===== config.mk =====
export PLATFORM = sky130hd
export DESIGN_NAME = stopwatch_ctrl
export DESIGN_NICKNAME = d
export VERILOG_FILES = /design/src/rtl/stopwatch_ctrl.sv
export SDC_FILE = /design/constraint.sdc
export NUM_CORES = 1
export LEC_CHECK = 0
export BUFFER_PORTS_ARGS = -buffer_cell sky130_fd_sc_hd__buf_2
export CORE_ASPECT_RATIO = 0.7
export CORE_UTILIZATION = 55
export CTS_BUF_LIST = sky130_fd_sc_hd__clkbuf_4 sky130_fd_sc_hd__clkbuf_8
export CTS_CLUSTER_DIAMETER = 80
export CTS_CLUSTER_SIZE = 16
export DETAILED_ROUTE_END_ITERATION = 7
export PLACE_DENSITY = 0.91
export REMOVE_ABC_BUFFERS = 1
export SYNTH_ARGS = -nofsm -noshare
export SYNTH_HDL_FRONTEND = slang
export SYNTH_SLANG_ARGS = --single-unit
export TNS_END_PERCENT = 10

===== constraint.sdc =====
create_clock -name clk -period 2.9 [get_ports clk]
set_input_delay 0.58 -clock clk [delete_from_list [all_inputs] [get_ports clk]]
set_output_delay 0.58 -clock clk [all_outputs]
set_load 0.01 [all_outputs]

===== src/rtl/stopwatch_ctrl.sv =====
// Control FSM for the 5-digit BCD stopwatch: button sequencing, tick prescaler,
// saturation at MAX_COUNT and lap-freeze display selection.
`timescale 1ns/1ps
module stopwatch_ctrl #(
  parameter int unsigned TICK_DIV  = 5000000,
  parameter int unsigned DIV_W     = 23,
  parameter logic [19:0] MAX_COUNT = 20'h59599
) (
  input  logic        clk,
  input  logic        reset,
  input  logic        start_stop,
  input  logic        lap,
  input  logic        clear,
  input  logic [19:0] digits,
  output logic        cnt_inc,
  output logic        cnt_reset,
  output logic [19:0] disp_digits,
  output logic        running,
  output logic        full
);

  typedef enum logic [2:0] {IDLE, RUN, LAP, STOP, FULL} state_t;

  localparam logic [DIV_W-1:0] PRESC_LAST = DIV_W'(TICK_DIV - 1);

  state_t           state, state_nxt;
  logic [DIV_W-1:0] presc, presc_nxt;
  logic [19:0]      lap_reg;
  logic             lap_load;
  logic             inc_nxt;
  logic             rst_nxt;
  logic             counting;
  logic             wrap;

  function automatic logic at_max(input logic [19:0] d);
    return d == MAX_COUNT;
  endfunction

  function automatic logic [DIV_W-1:0] presc_step(input logic [DIV_W-1:0] p);
    return (p == PRESC_LAST) ? '0 : p + DIV_W'(1);
  endfunction

  assign counting = (state == RUN) || (state == LAP);
  assign wrap     = counting && (presc == PRESC_LAST);

  always_comb begin
    state_nxt = state;
    presc_nxt = presc;
    lap_load  = 1'b0;
    inc_nxt   = 1'b0;
    rst_nxt   = 1'b0;
    case (state)
      IDLE: begin
        presc_nxt = '0;
        if (clear)           rst_nxt   = 1'b1;
        else if (start_stop) state_nxt = RUN;
      end
      RUN: begin
        presc_nxt = presc_step(presc);
        if (start_stop) state_nxt = STOP;
        else if (lap) begin
          state_nxt = LAP;
          lap_load  = 1'b1;
        end
      end
      LAP: begin
        presc_nxt = presc_step(presc);
        if (start_stop) state_nxt = STOP;
        else if (lap)   state_nxt = RUN;
      end
      STOP: begin
        if (clear) begin
          state_nxt = IDLE;
          rst_nxt   = 1'b1;
          presc_nxt = '0;
        end else if (start_stop) begin
          state_nxt = RUN;
        end
      end
      FULL: begin
        if (clear) begin
          state_nxt = IDLE;
          rst_nxt   = 1'b1;
          presc_nxt = '0;
        end
      end
      default: state_nxt = IDLE;
    endcase
    // Saturation at the wrap overrides any button decision taken on the same edge.
    if (wrap) begin
      if (at_max(digits)) begin
        state_nxt = FULL;
        lap_load  = 1'b0;
      end else begin
        inc_nxt = 1'b1;
      end
    end
  end

  always_ff @(posedge clk or negedge reset) begin
    if (!reset) begin
      state     <= IDLE;
      presc     <= '0;
      lap_reg   <= '0;
      cnt_inc   <= 1'b0;
      cnt_reset <= 1'b1;
    end else begin
      state     <= state_nxt;
      presc     <= presc_nxt;
      cnt_inc   <= inc_nxt;
      cnt_reset <= rst_nxt;
      if (lap_load) lap_reg <= digits;
    end
  end

  assign disp_digits = (state == LAP) ? lap_reg : digits;
  assign running     = counting;
  assign full        = (state == FULL);

endmodule


==> results of run 1 <==
[placed cells by master, fill, tap and decap left out, types with 3 or more instances in the layout]
cell and n:
a22o_1 3, buf_2 48, mux2_2 40, nand2_1 12
dfrtp_1 47, nor3_1 10, nor2_1 20, nor4b_1 4
clkbuf_8 7, a21o_1 5, nand2b_1 6, nand3_1 9
nor3b_1 3, and3_1 4, xor2_1 3, or3_1 3
a21oi_1 9, nand4_1 13, o21ai_0 15, nor4bb_1 6
buf_4 4, inv_1 5, and2_1 3
[cells in the mapped netlist (2+ instances only)]
cell	count	share of area, %
nand4_1	13	3.0
buf_2	3	0.56
a22o_1	3	0.98
clkbuf_1	6	0.84
nand4b_1	2	0.66
xor2_1	3	0.98
nor4b_1	4	1.3
nor2_1	20	2.8
mux2_2	40	17
dfrtp_1	47	44
nor4bb_1	6	2.2
a21oi_1	9	1.7
nor3b_1	3	0.84
nor2b_1	2	0.47
nor3_1	10	1.9
nand3_1	9	1.7
o21ai_0	15	2.8
xnor2_1	2	0.66
o21ai_1	2	0.37
nand2_1	12	1.7
and3_1	4	0.94
nand2b_1	6	1.4
a21o_1	5	1.4
inv_1	5	0.70
nor4_1	2	0.47
and2_1	3	0.70
or3_1	3	0.70
a21boi_0	2	0.56
[kinds of logic after synthesis]
logic type	Yosys count	synth area share (%)
DFF	48	45.03
and+or+nand+nor	105	22.77
buffers and inverters	15	2.249
AOI/OAI and AO/OA	45	10.97
muxes	40	16.87
adders and majority gates	1	0.4685
xor gates and xnor gates	5	1.640
[layer usage]
metal | part of all wire [%] | up-vias | routed length (um)
met1 | 43 | 1139 | 2828
met5 | 0 | - | 0
met2 | 48 | 114 | 3139
li1 | - | 1063 | -
met3 | 7.1 | 19 | 464
met4 | 1.9 | 0 | 127
[power breakdown]
part	total, mW	leakage [nW]	switching, mW	internal [mW]
combinational	1.01	0.675	0.529	0.476
clock	0.537	0.0645	0.232	0.304
sequential	0.978	0.619	0.122	0.855
total	2.52	1.36	0.883	1.64
[worst min-delay path by stage]
stage / from / to / slack (ns) / cells past startpoint
floorplan: reset / cnt_inc / 0.28 / 0
global placement: lap_reg[18] / lap_reg[18] / 0.48 / 1
detailed placement: lap_reg[1] / lap_reg[1] / 0.49 / 1
CTS: reset / presc[7] / 0.23 / 1
global route: reset / presc[7] / 0.25 / 1
finish: reset / presc[2] / 0.20 / 1
[worst register-to-register path, delay by kind of cell, from the launching register on]
| kind | cells | cell delay [ns] |
|---|---|---|
| AO/OA/AOI/OAI | 1 | 0.38 |
| adder cells (fa/ha/maj) | 1 | 0.25 |
| flip-flops | 1 | 0.41 |
| AND/OR/NAND/NOR | 3 | 0.40 |
| buffers and inverters | 1 | 0.35 |
| multiplexers | 1 | 0.39 |
[per-stage QoR]
step                hold WS (ns)  utilization (%)  worst slack (ns)  std cells
floorplan                 0.2844                -            -1.947        249
global placement          0.4844            66.03            0.6629        356
detailed placement        0.4897            66.03            0.6139        356
CTS                       0.2281            68.83            0.4282        364
global route              0.2454            68.83            0.2844        364
finish                    0.2045            68.83            0.4253        364
[area by class of cell]
type                       count  area, um^2
sequential                    48        1202
inverter                       5       18.77
tap                           55       68.82
timing repair buffer          52       270.3
fill                         329        1404
clock inverter                 1       30.03
multi-input combinational    196        1414
clock buffer                   7       96.34
==> reports/qor.csv, run 1 <==
metric,value,unit
share of layout cells above drive strength 1,34.30,%
Max Clk Rate,0.4041,GHz
routed via count,2335,
num rows,20,
post-synthesis register bit count,48,
Root Driver,clkbuf_8,
starting density of the core,59.28,%
Tightest Hold Check Type,primary input to async pin,
reg-to-reg endpoint,lap_reg[11],
Leak,1.358,nW
Die Ht,60.30,um
unrepaired setup endpoints after global routing,no,
met1 GRT Util,36.90,%
"Slew Viols, Final",0,
Final Cycle Share,85.34,%
synth warn,0,
"EDFF count, synth",0,
relative slew slack,37.37,%
largest net degree at the start of global routing,29,
Bufs and invs on worst path,2,
die footprint,5142,um^2
final wirelength,6559,um
Setup TNS,0,ns
total global-route track usage,26.87,%
# diodes,0,
Num CTS Buffers,5,
DRC violations left,0,
CTS tree,built,
kind of cell with the highest combined delay on the critical path,flip-flops,
# hold bufs at CTS,0,
asr flop ratio synth,100.0,%
Setup Skew,0.01032,ns
last element of the critical path,disp_digits[15],
Avg Synthesized Cell Area,10.31,um^2
total core area,4504,um^2
clock sinks,48,
P&R area growth vs syn,16.12,%
"slowest stage cell, crit path",dfrtp_1,
met2 Track Usage GR,42.74,%
iteration-0 DRC count of the detailed router,163,
vias in the first global route,2139,
"CTS clk-pin slew, worst paths",0.09,ns
Reg2Reg Depth,7,
"Seq/Total Area, Yosys",45.03,%
Clock Path Buffers,2,
"Min Clock Period, post-route",2.475,ns
post-CTS sizing,0,
WL/cell,18.02,um
initial antenna violation count,0,
CP Class,flip-flop to output pin,
Post-Place Cell Area,2974,um^2
met3 usage,5.249,%
Worst setup SP type,flip-flop,
Final #Nets,334,
WP data required,2.32,ns
busiest layer in global routing,met2,
WP depth,5,
RePlAce Congestion,0.9769,
Worst Setup SP,state[0],
ordered list of cells on the worst path,nand2b_1 -> nor2_1 -> buf_4 -> mux2_2 -> buf_2,
CTS H-tree lvls,2,
VDD IR-drop max,0.4763,mV
Detail Route Antenna Nets,0,
reg2reg start,presc[0],
DPL Wire Length,4760,um
Post-Syn Instances,259,
# IOs,49,
total power,2.519,mW
worst-path fanout max,20,
Detailed Routing Iterations Pass 1,4,
Max Cap Viol,0,
fin area,3100,um^2
post-DR vias/cell,6.415,
chip width,85.28,um
I/O Buffers,48,
commonest register cell after synthesis,dfrtp_1,
data arrival time of the worst path,1.89,ns
gr ovfl total,0,
worst-margin pin slew,0.9309,ns
Fin. Hold Viols,0,
outcome,completed,
final setup fails,0,
postcts setup bufs,0,
Synth cell types,46,
crit end category,output pin,
first-pass GRT wire length,10320,um
Mapped Area,2670,um^2
number of flip-flops in the largest register,23,
register-to-register path setup slack,0.60,ns
Worst-Skew Late Latency,0.31,ns
Pwr per Cell Area,812.6,nW/um^2
Crit path largest cell delay,0.48,ns
Note: power is estimated with default switching activity, not from simulation.
==> run 2, diff against run 1 <==
RECOVER_POWER = 25   (was default)
==> run 2 against run 1 <==
Effect of this change:
- utilization shrank 0.083 points
- count of clock-buffer cells in the layout stayed put
- critical path depth unchanged
- power is essentially flat
- critical path type unchanged
- worst hold slack improved by 0.25 ns
- flip-flop and latch count did not move
- maximum frequency barely moved
- sequential power about the same
==> reports/qor.csv, run 2 (synthesis gave the netlist of run 1 again) <==
metric,value,unit,change
FILL cells,329,,unchanged
Worst-Skew Late Latency,0.31,ns,about the same
Max Cap Viol,0,,unchanged
Crit path largest cell delay,0.48,ns,about the same
outcome,completed,,unchanged
"CTS clk-pin slew, worst paths",0.09,ns,about the same
pre-CTS worst setup slack,0.6139,ns,unchanged
Detailed Routing Iterations Pass 1,5,,was 4
chip width,85.28,um,unchanged
"Min Clock Period, post-route",2.474,ns,was 2.475 ns
Leak,1.355,nW,was 1.358 nW
Post-Place Cell Area,2974,um^2,unchanged
clock sinks,48,,unchanged
initial antenna violation count,0,,unchanged
P&R area growth vs syn,15.98,%,was 16.12%
number of flip-flops in the largest register,23,,unchanged
Final Cycle Share,85.29,%,was 85.34%
Pwr per Cell Area,812.9,nW/um^2,was 812.6 nW/um^2
worst-path fanout max,20,,unchanged
cell total after placement,356,,unchanged
Bufs and invs on worst path,2,,unchanged
Max Clk Rate,0.4043,GHz,was 0.4041 GHz
ordered list of cells on the worst path,nand2b_1 -> nor2_1 -> buf_4 -> mux2_2 -> buf_2,,unchanged
kind of cell with the highest combined delay on the critical path,flip-flops,,unchanged
Tightest Hold Check Type,primary input to async pin,,unchanged
unrepaired setup endpoints after global routing,no,,unchanged
"slowest stage cell, crit path",dfrtp_1,,unchanged
setup ws final,0.4264,ns,was 0.4253 ns
final setup fails,0,,unchanged
first-pass GRT wire length,10320,um,unchanged
most frequent cells in the layout,"dfrtp_1, buf_2, mux2_2, nor2_1, o21ai_0",,"was buf_2, dfrtp_1, mux2_2, nor2_1, o21ai_0"
total power,2.517,mW,was 2.519 mW
fin area,3097,um^2,was 3100 um^2
Worst setup SP type,flip-flop,,unchanged
Clock Path Buffers,2,,unchanged
die footprint,5142,um^2,unchanged
iteration-0 DRC count of the detailed router,163,,unchanged
final hold slack,0.4506,ns,was 0.2045 ns
WL/cell,17.99,um,was 18.02 um
Setup Skew,0.01026,ns,was 0.01032 ns
Root Driver,clkbuf_8,,unchanged
post-CTS sizing,0,,unchanged
I/O Buffers,48,,unchanged
Final #Nets,334,,unchanged
Detail Route Antenna Nets,0,,unchanged
largest net degree at the start of global routing,29,,unchanged
gr ovfl total,0,,unchanged
relative slew slack,25.69,%,was 37.37%
DRC violations left,0,,unchanged
postcts setup bufs,0,,unchanged
"Slew Viols, Final",0,,unchanged
final wirelength,6550,um,was 6559 um
Die Ht,60.30,um,unchanged
# hold bufs at CTS,0,,unchanged
worst-margin pin slew,1.115,ns,was 0.9309 ns
RePlAce Congestion,0.9769,,unchanged
CTS tree,built,,unchanged
post-DR vias/cell,6.418,,was 6.415
share of layout cells above drive strength 1,33.98,%,was 34.30%
"Core Util, Final",68.75,%,was 68.83%
# diodes,0,,unchanged
Setup TNS,0,ns,unchanged
starting density of the core,59.28,%,unchanged
total global-route track usage,26.87,%,unchanged
CTS H-tree lvls,2,,unchanged
data arrival time of the worst path,1.89,ns,about the same
total core area,4504,um^2,unchanged
routed via count,2336,,"was 2,335"
# IOs,49,,unchanged
WP data required,2.32,ns,about the same
Finished Layout Cells,364,,unchanged
vias in the first global route,2139,,unchanged
DPL Wire Length,4760,um,unchanged
crit end category,output pin,,unchanged
num rows,20,,unchanged
VDD IR-drop max,0.4764,mV,was 0.4763 mV
CP Class,flip-flop to output pin,,unchanged
Fin. Hold Viols,0,,unchanged
Num CTS Buffers,5,,unchanged
run 2: path summary, 6_finish.rpt:
kind / from / end / slack (ns) / cells past startpoint
worst max-delay path: state[0] / disp_digits[15] / 0.43 / 5
min in group clk: clear / cnt_reset / 0.51 / 3
worst min-delay path: reset / presc[2] / 0.45 / 1
worst max register to register: presc[0] / lap_reg[11] / 0.60 / 7
worst min register to register: lap_reg[13] / lap_reg[13] / 0.51 / 1
max in group asynchronous: reset / presc[18] / 1.17 / 2
run 2: area by class of cell:
cell class,instances,area (um^2),area share (%)
flip-flops and latches,48,1202,38.83
well taps,55,68.82,2.222
inverters,5,18.77,0.6061
clock inverters,1,30.03,0.9697
multi-input cells,196,1414,45.66
clock buffers,7,96.34,3.111
repair buffers,52,266.5,8.606
run 2: metal layers:
metal	vias up	wire (um)	GRT usage (%)
li1	1065	-	-
met1	1141	2826	36.90
met2	113	3150	42.74
met3	17	450	5.249
met4	0	121	10.71
met5	-	0	0
run 2: worst register-to-register path, stage by stage (launching register included):
cell and delay [ns]:
dfrtp_1 0.41, ha_1 0.25, and3_1 0.21, nand3_1 0.11, nor3_1 0.09, a2111oi_2 0.38, buf_4 0.35, mux2_2 0.39
run 2: where the power goes:
part	internal [mW]	total (mW)	switching, mW
clock network	0.304	0.536	0.232
registers	0.855	0.978	0.122
logic	0.476	1.00	0.528
total	1.64	2.52	0.882
==> run 3, diff against run 2 <==
CORE_ASPECT_RATIO = 1.75   (was 0.7)
==> run 3 against run 2 <==
Effect of this change:
- first-iteration DRC count is 53% lower
- flip-flop and latch count did not move
- die area rose by 0.13%
- design area is 0.73% lower
- setup slack got worse by 0.0038 ns
- clock power is 8.8% lower
- maximum frequency decreased by 0.15%
- combinational power hardly changed
- non-clock buffer count shrank 1
- sequential power about the same
- via count down 2.9%
- power down 2.7%
- critical endpoint is now disp_digits[16]
- largest cell class unchanged
==> reports/qor.csv, run 3 (synthesis gave the netlist of run 1 again) <==
metric,value,unit,change
Bufs and invs on worst path,2,,unchanged
final wirelength,6108,um,was 6550 um
Comb power frac,40.3,%,was 39.9%
Post-Place Cell Area,2963,um^2,was 2974 um^2
Fin. Hold Viols,0,,unchanged
kind of cell with the highest combined delay on the critical path,flip-flops,,unchanged
Root Driver,clkbuf_8,,unchanged
Finished Layout Cells,360,,was 364
Detail Route Antenna Nets,0,,unchanged
Final #Nets,333,,was 334
CTS tree,built,,unchanged
Die Ht,94.17,um,was 60.30 um
Setup TNS,0,ns,unchanged
worst-path fanout max,20,,unchanged
DRC violations left,0,,unchanged
cell total after placement,352,,was 356
num rows,33,,was 20
Worst setup SP type,flip-flop,,unchanged
clock sinks,48,,unchanged
post-DR vias/cell,6.303,,was 6.418
RePlAce Congestion,0.8917,,was 0.9769
"slowest stage cell, crit path",dfrtp_1,,unchanged
chip width,54.67,um,was 85.28 um
share of layout cells above drive strength 1,34.09,%,was 33.98%
# diodes,0,,unchanged
WP data required,2.32,ns,about the same
post-CTS sizing,0,,unchanged
Tightest Hold Check Type,primary input to async pin,,unchanged
worst-margin pin slew,1.180,ns,was 1.115 ns
WL/cell,16.97,um,was 17.99 um
DPL Wire Length,4311,um,was 4760 um
data arrival time of the worst path,1.90,ns,was 1.89 ns
# IOs,49,,unchanged
most frequent cells in the layout,"dfrtp_1, buf_2, mux2_2, nor2_1, o21ai_0",,unchanged
Final Cycle Share,85.42,%,was 85.29%
fin area,3074,um^2,was 3097 um^2
total global-route track usage,25.94,%,was 26.87%
"CTS clk-pin slew, worst paths",0.09,ns,about the same
P_int,1.595,mW,was 1.635 mW
Num CTS Buffers,5,,unchanged
outcome,completed,,unchanged
Max Clk Rate,0.4037,GHz,was 0.4043 GHz
unrepaired setup endpoints after global routing,no,,unchanged
CTS H-tree lvls,2,,unchanged
die footprint,5148,um^2,was 5142 um^2
Clock Path Buffers,2,,unchanged
"Min Clock Period, post-route",2.477,ns,was 2.474 ns
Detailed Routing Iterations Pass 1,4,,was 5
Reg power frac,39.8,%,was 38.8%
switching power,0.8555,mW,was 0.8821 mW
final setup fails,0,,unchanged
# hold bufs at CTS,0,,unchanged
Sw Share,34.91,%,was 35.04%
initial antenna violation count,0,,unchanged
Setup Skew,0.005960,ns,was 0.01026 ns
P&R area growth vs syn,15.14,%,was 15.98%
iteration-0 DRC count of the detailed router,76,,was 163
CP Class,flip-flop to output pin,,unchanged
total core area,4666,um^2,was 4504 um^2
VDD IR-drop max,0.5515,mV,was 0.4764 mV
Worst-Skew Late Latency,0.31,ns,about the same
first-pass GRT wire length,9666,um,"was 10,320 um"
largest net degree at the start of global routing,49,,was 29
number of flip-flops in the largest register,23,,unchanged
Crit path largest cell delay,0.48,ns,about the same
gr ovfl total,0,,unchanged
clock share of power,19.9,%,was 21.3%
vias in the first global route,2220,,"was 2,139"
routed via count,2269,,"was 2,336"
crit end category,output pin,,unchanged
I/O Buffers,48,,unchanged
starting density of the core,57.23,%,was 59.28%
postcts setup bufs,0,,unchanged
"Core Util, Final",65.89,%,was 68.75%
Leak,1.348,nW,was 1.355 nW
"Slew Viols, Final",0,,unchanged
Max Cap Viol,0,,unchanged
Pwr per Cell Area,797.0,nW/um^2,was 812.9 nW/um^2
total power,2.450,mW,was 2.517 mW
ordered list of cells on the worst path,nand2b_1 -> nor2_1 -> buf_4 -> mux2_2 -> buf_2,,unchanged
relative slew slack,21.37,%,was 25.69%
## run 3: final cells by class
type | instances | area [um^2]
Tap cell | 52 | 65.06
Clock buffer | 6 | 76.32
Timing Repair Buffer | 51 | 262.8
Sequential cell | 48 | 1202
Inverter | 5 | 18.77
Fill cell | 352 | 1592
Multi-Input combinational cell | 196 | 1414
Clock inverter | 2 | 35.03
## run 3: final timing paths
check	depth (start not counted)	endpoint	slack [ns]	from
hold / removal	1	lap_reg[19]	0.50	reset
hold reg to reg	1	lap_reg[8]	0.51	lap_reg[8]
setup reg to reg	5	presc[17]	0.65	presc[15]
max in group asynchronous	1	presc[15]	1.68	reset
setup / recovery	5	disp_digits[16]	0.42	state[0]
min in group clk	1	lap_reg[8]	0.51	lap_reg[8]
## run 3: routing by layer
layer	up-vias	track usage (%)	share of wire [%]
met5	-	0	0
met1	1095	26.90	37
met2	82	43.17	54
li1	1065	-	-
met4	0	19.44	4.6
met3	27	4.854	4.9
## run 3: worst reg2reg max path, cell delays in order (launching register included)
cell and delay, ns:
dfrtp_1 0.45, or4_1 0.55, or4_4 0.45, o21a_4 0.25, nor2_2 0.32, nor2_1 0.10
## run 3: per-stage QoR
stage / setup WS [ns] / hold WS, ns
floorplan: -1.947 / 0.2844
global placement: 0.6984 / 0.4826
detailed placement: 0.6712 / 0.4918
CTS: 0.4134 / 0.4916
global route: 0.3266 / 0.5290
finish: 0.4227 / 0.4967
## run 3: power by group through the flow
stage                     Clock [mW]  Combinational [mW]  Sequential (mW)
after CTS                      0.494               0.992            0.973
after global placement             0               0.952            0.968
after floorplan                    0               0.684            0.951
after detailed placement           0               0.977            0.984
final                          0.489               0.987            0.975
after global routing           0.531                1.08             1.01
